==> src/rtl/muldiv_hilo_controller_pkg.sv <==
// Shared encodings for the multiply/divide HI/LO controller: command opcodes,
// FSM states and opcode classification helpers.
package muldiv_hilo_controller_pkg;

    typedef enum logic [2:0] {
        MD_OP_MULT  = 3'd0,
        MD_OP_MULTU = 3'd1,
        MD_OP_DIV   = 3'd2,
        MD_OP_DIVU  = 3'd3,
        MD_OP_MTHI  = 3'd4,
        MD_OP_MTLO  = 3'd5
    } md_op_e;

    typedef enum logic [1:0] {
        ST_IDLE = 2'd0,
        ST_MUL  = 2'd1,
        ST_DIV  = 2'd2
    } md_state_e;

    // Opcodes 6 and 7 fall through every helper and so have no effect.
    function automatic logic op_is_mul(input logic [2:0] op);
        return (op == MD_OP_MULT) || (op == MD_OP_MULTU);
    endfunction

    function automatic logic op_is_div(input logic [2:0] op);
        return (op == MD_OP_DIV) || (op == MD_OP_DIVU);
    endfunction

    function automatic logic op_is_signed(input logic [2:0] op);
        return (op == MD_OP_MULT) || (op == MD_OP_DIV);
    endfunction

endpackage

==> src/rtl/muldiv_divider_core.sv <==
// Unsigned restoring divider: DATA_BITS iterations after start, then ready for
// exactly one cycle while quotient/remainder are valid.
module muldiv_divider_core #(
    parameter int DATA_BITS = 32
) (
    input  logic                 clk,
    input  logic                 rst,
    input  logic                 start,
    input  logic [DATA_BITS-1:0] dividend,
    input  logic [DATA_BITS-1:0] divisor,
    output logic [DATA_BITS-1:0] quotient,
    output logic [DATA_BITS-1:0] remainder,
    output logic                 ready
);
    localparam int CW = $clog2(DATA_BITS + 1);

    logic [CW-1:0]        r_cnt;
    logic                 r_act;
    logic [DATA_BITS-1:0] r_quo;
    logic [DATA_BITS-1:0] r_rem;
    logic [DATA_BITS-1:0] r_dvs;
    logic [DATA_BITS:0]   w_shift;
    logic [DATA_BITS:0]   w_diff;

    assign w_shift = {r_rem, r_quo[DATA_BITS-1]};
    assign w_diff  = w_shift - {1'b0, r_dvs};

    always_ff @(posedge clk) begin
        if (rst) begin
            r_act <= 1'b0;
            r_cnt <= '0;
            r_quo <= '0;
            r_rem <= '0;
            r_dvs <= '0;
        end else if (start) begin
            r_act <= 1'b1;
            r_cnt <= CW'(DATA_BITS);
            r_quo <= dividend;
            r_rem <= '0;
            r_dvs <= divisor;
        end else if (r_act) begin
            if (r_cnt == '0) begin
                r_act <= 1'b0;
            end else begin
                r_cnt <= r_cnt - CW'(1);
                // A borrow out of the trial subtract means restore (keep the shifted value).
                if (!w_diff[DATA_BITS]) begin
                    r_rem <= w_diff[DATA_BITS-1:0];
                    r_quo <= {r_quo[DATA_BITS-2:0], 1'b1};
                end else begin
                    r_rem <= w_shift[DATA_BITS-1:0];
                    r_quo <= {r_quo[DATA_BITS-2:0], 1'b0};
                end
            end
        end
    end

    assign quotient  = r_quo;
    assign remainder = r_rem;
    assign ready     = r_act && (r_cnt == '0);

endmodule

==> src/rtl/muldiv_hilo_controller.sv <==
// Sequences MULT/MULTU/DIV/DIVU/MTHI/MTLO commands and commits results to HI/LO.
// state   | meaning
// ST_IDLE | accepting commands, MTHI/MTLO write directly
// ST_MUL  | product registered, counting down to the commit edge
// ST_DIV  | divider core iterating; commit with sign fix when it is ready
module muldiv_hilo_controller
    import muldiv_hilo_controller_pkg::*;
#(
    parameter int DATA_BITS  = 32,
    parameter int MUL_CYCLES = 4
) (
    input  logic                 clk,
    input  logic                 rst,
    input  logic                 start,
    input  logic [2:0]           op,
    input  logic [DATA_BITS-1:0] a,
    input  logic [DATA_BITS-1:0] b,
    output logic                 busy,
    output logic                 done,
    output logic [DATA_BITS-1:0] hi,
    output logic [DATA_BITS-1:0] lo
);
    localparam int CW  = (MUL_CYCLES > 1) ? $clog2(MUL_CYCLES) : 1;
    localparam int MSB = DATA_BITS - 1;

    md_state_e              r_state, w_state_nxt;
    logic [CW-1:0]          r_mul_cnt;
    logic [2*DATA_BITS-1:0] r_prod;
    logic [DATA_BITS-1:0]   r_a, r_hi, r_lo;
    logic                   r_b_zero, r_neg_q, r_neg_r, r_done;
    logic                   w_load_mul, w_load_div, w_commit_mul, w_commit_div;
    logic                   w_wr_hi, w_wr_lo, w_signed, w_core_ready;
    logic [2*DATA_BITS-1:0] w_a_ext, w_b_ext, w_prod;
    logic [DATA_BITS-1:0]   w_a_mag, w_b_mag, w_core_q, w_core_r, w_quo, w_rem;

    assign w_signed = op_is_signed(op);
    assign w_a_ext  = {{DATA_BITS{w_signed & a[MSB]}}, a};
    assign w_b_ext  = {{DATA_BITS{w_signed & b[MSB]}}, b};
    assign w_prod   = w_a_ext * w_b_ext;
    assign w_a_mag  = (w_signed && a[MSB]) ? -a : a;
    assign w_b_mag  = (w_signed && b[MSB]) ? -b : b;

    muldiv_divider_core #(.DATA_BITS(DATA_BITS)) u_div (
        .clk       (clk),
        .rst       (rst),
        .start     (w_load_div),
        .dividend  (w_a_mag),
        .divisor   (w_b_mag),
        .quotient  (w_core_q),
        .remainder (w_core_r),
        .ready     (w_core_ready)
    );

    // Zero divisor overrides the core; the most-negative / -1 case falls out naturally.
    assign w_quo = r_b_zero ? '1  : (r_neg_q ? -w_core_q : w_core_q);
    assign w_rem = r_b_zero ? r_a : (r_neg_r ? -w_core_r : w_core_r);

    always_ff @(posedge clk) begin
        if (rst) r_state <= ST_IDLE;
        else     r_state <= w_state_nxt;
    end

    always_comb begin
        w_state_nxt  = r_state;
        w_load_mul   = 1'b0;
        w_load_div   = 1'b0;
        w_commit_mul = 1'b0;
        w_commit_div = 1'b0;
        w_wr_hi      = 1'b0;
        w_wr_lo      = 1'b0;
        case (r_state)
            ST_IDLE: begin
                if (start) begin
                    if (op_is_mul(op)) begin
                        w_load_mul  = 1'b1;
                        w_state_nxt = ST_MUL;
                    end else if (op_is_div(op)) begin
                        w_load_div  = 1'b1;
                        w_state_nxt = ST_DIV;
                    end else begin
                        w_wr_hi = (op == MD_OP_MTHI);
                        w_wr_lo = (op == MD_OP_MTLO);
                    end
                end
            end
            ST_MUL: begin
                if (r_mul_cnt == '0) begin
                    w_commit_mul = 1'b1;
                    w_state_nxt  = ST_IDLE;
                end
            end
            ST_DIV: begin
                if (w_core_ready) begin
                    w_commit_div = 1'b1;
                    w_state_nxt  = ST_IDLE;
                end
            end
            default: w_state_nxt = ST_IDLE;
        endcase
    end

    always_ff @(posedge clk) begin
        if (rst) begin
            r_hi      <= '0;
            r_lo      <= '0;
            r_done    <= 1'b0;
            r_mul_cnt <= '0;
            r_prod    <= '0;
            r_a       <= '0;
            r_b_zero  <= 1'b0;
            r_neg_q   <= 1'b0;
            r_neg_r   <= 1'b0;
        end else begin
            r_done <= w_commit_mul | w_commit_div;
            if (w_load_mul) begin
                r_prod    <= w_prod;
                r_mul_cnt <= CW'(MUL_CYCLES - 1);
            end else if ((r_state == ST_MUL) && (r_mul_cnt != '0)) begin
                r_mul_cnt <= r_mul_cnt - CW'(1);
            end
            if (w_load_div) begin
                r_a      <= a;
                r_b_zero <= (b == '0);
                r_neg_q  <= w_signed & (a[MSB] ^ b[MSB]);
                r_neg_r  <= w_signed & a[MSB];
            end
            if (w_wr_hi) r_hi <= a;
            if (w_wr_lo) r_lo <= a;
            if (w_commit_mul) {r_hi, r_lo} <= r_prod;
            if (w_commit_div) begin
                r_hi <= w_rem;
                r_lo <= w_quo;
            end
        end
    end

    assign busy = (r_state != ST_IDLE);
    assign done = r_done;
    assign hi   = r_hi;
    assign lo   = r_lo;

endmodule

==> config.mk <==
export PLATFORM = sky130hd
export DESIGN_NAME = muldiv_hilo_controller
export DESIGN_NICKNAME = d
export VERILOG_FILES = /design/src/rtl/muldiv_hilo_controller_pkg.sv /design/src/rtl/muldiv_divider_core.sv /design/src/rtl/muldiv_hilo_controller.sv
export SDC_FILE = /design/constraint.sdc
export NUM_CORES = 2
export LEC_CHECK = 0
export ABC_AREA = 1
export BUFFER_PORTS_ARGS = -buffer_cell sky130_fd_sc_hd__buf_2
export CORE_MARGIN = 1
export CORE_UTILIZATION = 35
export CTS_CLUSTER_SIZE = 10
export DETAILED_ROUTE_END_ITERATION = 16
export REMOVE_ABC_BUFFERS = 1
export SETUP_SLACK_MARGIN = 0.15
export SYNTH_ARGS = -nofsm -noshare
export SYNTH_HDL_FRONTEND = slang
export SYNTH_SLANG_ARGS = --single-unit
==> constraint.sdc <==
create_clock -name clk -period 28.4 [get_ports clk]
set_input_delay 8.52 -clock clk [delete_from_list [all_inputs] [get_ports clk]]
set_output_delay 8.52 -clock clk [all_outputs]
set_load 0.03 [all_outputs]
==> reports/summary.log <==
qor: outcome.run_status finished, final reports clean
qor: timing.max_clock_freq 0.0587 GHz
qor: finish.final_layout_size_suffix_gt1_share 5.10%
qor: placed_design.routabilityCongestion 0.976
qor: worst_setup_path.slowest_cp_cell sky130_fd_sc_hd__fa_1
qor: synth.synth.distinct_cells 59
qor: die.initial_utilization 35.2%
qor: detailed_routing.viasPerCell 5.07
qor: timing.tightest_slew 1180 ps
qor: synth.postSynthRegisterBits 271
qor: clock_network.cts_buffer_depth 3
qor: clock_network.cts_max_level 2
qor: timing.timing.final.crit_period 17,030 ps
qor: worst_setup_path.worst-r2r-cell-count 9
qor: timing.final-setup-viol-count 0
qor: synth.yosys-top-cells-area sky130_fd_sc_hd__fa_1 39%, sky130_fd_sc_hd__inv_1 13%, sky130_fd_sc_hd__nand2_1 12%
qor: detailed_routing.detail-route-antenna-nets 0
qor: clock_network.post_cts_resized 0
qor: worst_setup_path.crit_type input pin to flop
qor: clock_network.cts_tree done
qor: clock_network.clock_latency 590 ps
qor: clock_network.clock-root-buffer sky130_fd_sc_hd__clkbuf_16
qor: worst_setup_path.arrival 17,500 ps
qor: die.core_area 163,000 um2
qor: synth.synth.avg_cell_area 7.33 um2
qor: finish.insertedDiodeCount 0
qor: synth.ys_warn_count 0
qor: die.rows 148
qor: worst_setup_path.r2r_setup_slack 24,920 ps
qor: synth.synth_enable_flop_cells 0
qor: synth.synth_ff_type sky130_fd_sc_hd__dfxtp_1
qor: detailed_routing.wl 206,000 um
qor: worst_hold_path.worstHoldPathType flop to flop
qor: synth.synth.cell_area 57,300 um2
qor: synth.most_frequent_cell_after_synthesis sky130_fd_sc_hd__inv_1
qor: die.die-height 406 um
qor: placed_design.place.port_buffers 135
qor: clock_network.cts_inserted_buffers 36
qor: global_routing.globalRouteTotalUtil 25.3%
qor: worst_setup_path.crit_path_start_kind input pin
qor: clock_network.cts_setup_buffers 0
qor: global_routing.gr-total-overflow 0
qor: timing.worst_slew_margin_rel 21.5%
qor: detailed_routing.drt_first_pass_iters 8
qor: worst_setup_path.critical_path.reg2reg.endpoint u_div.quotient[18]
qor: synth.synth_seq_area_share 9.47%
qor: finish.syn_to_final_growth 6.36%
qor: detailed_routing.drc_errors 0
qor: worst_hold_path.hold_start r_prod[1]
qor: worst_setup_path.timing.critical_path.required 28,870 ps
qor: timing.setup_tns_after_final_layout 0 ps
qor: synth.synth_top_cells_by_count 1,999 x sky130_fd_sc_hd__inv_1, 1,872 x sky130_fd_sc_hd__nand2_1, 1,126 x sky130_fd_sc_hd__fa_1
qor: synth.netlist_instances 7,813
qor: worst_hold_path.min_delay_path_depth 2
qor: detailed_routing.drt_first_iter_violations 4,641
qor: placed_design.place_hpwl 165,000 um
qor: die.die_area 165,000 um2
qor: timing.final-max-slew-violation-count 0
qor: timing.hold_viol_final 0
qor: timing.period_share 60.0%
qor: detailed_routing.route.detailed.wl_per_inst 20.9 um
qor: timing.fin_worst_skew 36.3 ps
qor: synth.synth_top_cell_by_area sky130_fd_sc_hd__fa_1
qor: worst_setup_path.cp_max_fo 36
qor: finish.num-nets-final 9,132
qor: worst_setup_path.critical-path-max-stage-delay 870 ps
qor: finish.layout.filler_cells 17,437
qor: worst_setup_path.worst_reg2reg_path_startpoint r_state[0]
qor: die.floorplan.io_pins 136
qor: global_routing.number_of_global_route_vias_before_repair 51,485
qor: detailed_routing.num_vias 50,055
qor: worst_setup_path.setup.worst_path.end_class flop
qor: clock_network.cts_hold_buffers 0
qor: run.maxCapViolCount 0
qor: synth.async_flop_share 0%
qor: clock_network.cts.sink_count 271
qor: clock_network.worst_setup_hold_path_clk_slew 60 ps
qor: synth.yosys.area.top_type_share 39.4%
qor: global_routing.grt_max_degree 108
qor: timing.rsz0062_at_grt no
qor: global_routing.grt_first_pass_wirelength 317,000 um
qor: global_routing.grt_antenna_before_repair 9
qor: worst_hold_path.whs_endpoint r_prod[1]
qor: die.die_w 406 um
layer usage:
layer	up-vias	share of wire, %	wire (um)	track usage, %
met5	-	0.012	24	0
met2	1946	44	91500	39.7
li1	22696	-	-	-
met3	270	7.9	16300	3.95
met4	4	2.6	5430	6.11
met1	25139	45	93000	36.3
cell usage in the layout (no fill, tap or decap), drive strengths merged, types with 8 or more instances in the layout:
cell,n
o22ai,36
a21oi,396
a211oi,13
ha,252
clkbuf,47
nand4,62
nand3b,8
a31oi,26
inv,2012
fa,1126
o211ai,28
o21bai,15
xnor2,22
dfxtp,271
nand2,1911
clkinv,11
xor2,63
nand3,251
or2,9
nor2,444
nor3,52
buf,227
o21ai,365
a21o,8
registers in the layout, indices dropped and copies added (netlist names):
register,flops
r_neg_q,1
r_neg_r,1
r_a,32
r_state,2
done,1
hi,32
u_div.remainder,32
u_div.r_act,1
lo,32
u_div.r_cnt,6
u_div.quotient,32
r_prod,64
u_div.r_dvs,32
r_b_zero,1
r_mul_cnt,2
through the flow:
| step | area [um2] | utilization [%] | cells | setup WS, ps | hold slack [ps] |
|---|---|---|---|---|---|
| final | 60900 | 37.5 | 9877 | 11370 | 452 |
| after global routing | 60900 | 37.5 | 9877 | 10890 | 478 |
| after CTS | 60900 | 37.5 | 9877 | 11450 | 453 |
| after detailed placement | 59800 | 36.8 | 9821 | 10860 | 444 |
| after global placement | 59800 | 36.8 | 9821 | 10960 | 436 |
| after floorplan | 55700 | - | 7419 | 12470 | 418 |
layout make-up:
cell class | instances | area (um2) | area share [%]
multi-input cells | 5133 | 42700 | 70.1
inverters | 2015 | 7560 | 12.4
flip-flops and latches | 271 | 5430 | 8.91
well taps | 2175 | 2720 | 4.47
repair buffers | 227 | 1370 | 2.25
clock buffers | 47 | 1000 | 1.65
clock inverters | 9 | 104 | 0.171
how the worst max path moves through the flow:
stage,cells after the start,slack (ps),to,start
after detailed placement,30,10860,r_prod[60],a[31]
after global routing,30,10890,r_prod[60],a[31]
after global placement,33,10960,r_prod[63],a[31]
final,30,11370,r_prod[60],a[31]
after CTS,30,11450,r_prod[60],a[31]
after floorplan,29,12470,r_prod[63],op[0]
cells by family (layout without fill, tap and decap cells):
| kind of cell | after synthesis | after routing | share of synthesized area, % |
|---|---|---|---|
| AOI/OAI and AO/OA | 917 | 917 | 8.73 |
| xor gates and xnor gates | 85 | 85 | 1.30 |
| adders and majority gates | 1378 | 1378 | 44.9 |
| buffers and inverters | 2409 | 2298 | 16.0 |
| DFF | 271 | 271 | 9.47 |
| muxes | 1 | 1 | 0.0197 |
| and+or+nand+nor | 2752 | 2752 | 19.6 |
worst max-delay path, delay by kind of cell:
family | cells | cell delay, ps
compound gates | 4 | 880
fa+ha+maj | 9 | 4680
buf+inv | 11 | 2170
simple gates | 6 | 1200
Power is left out: the tool's default activity adds up to more than one toggle a clock period on the data nets, which glitch-free logic cannot reach.
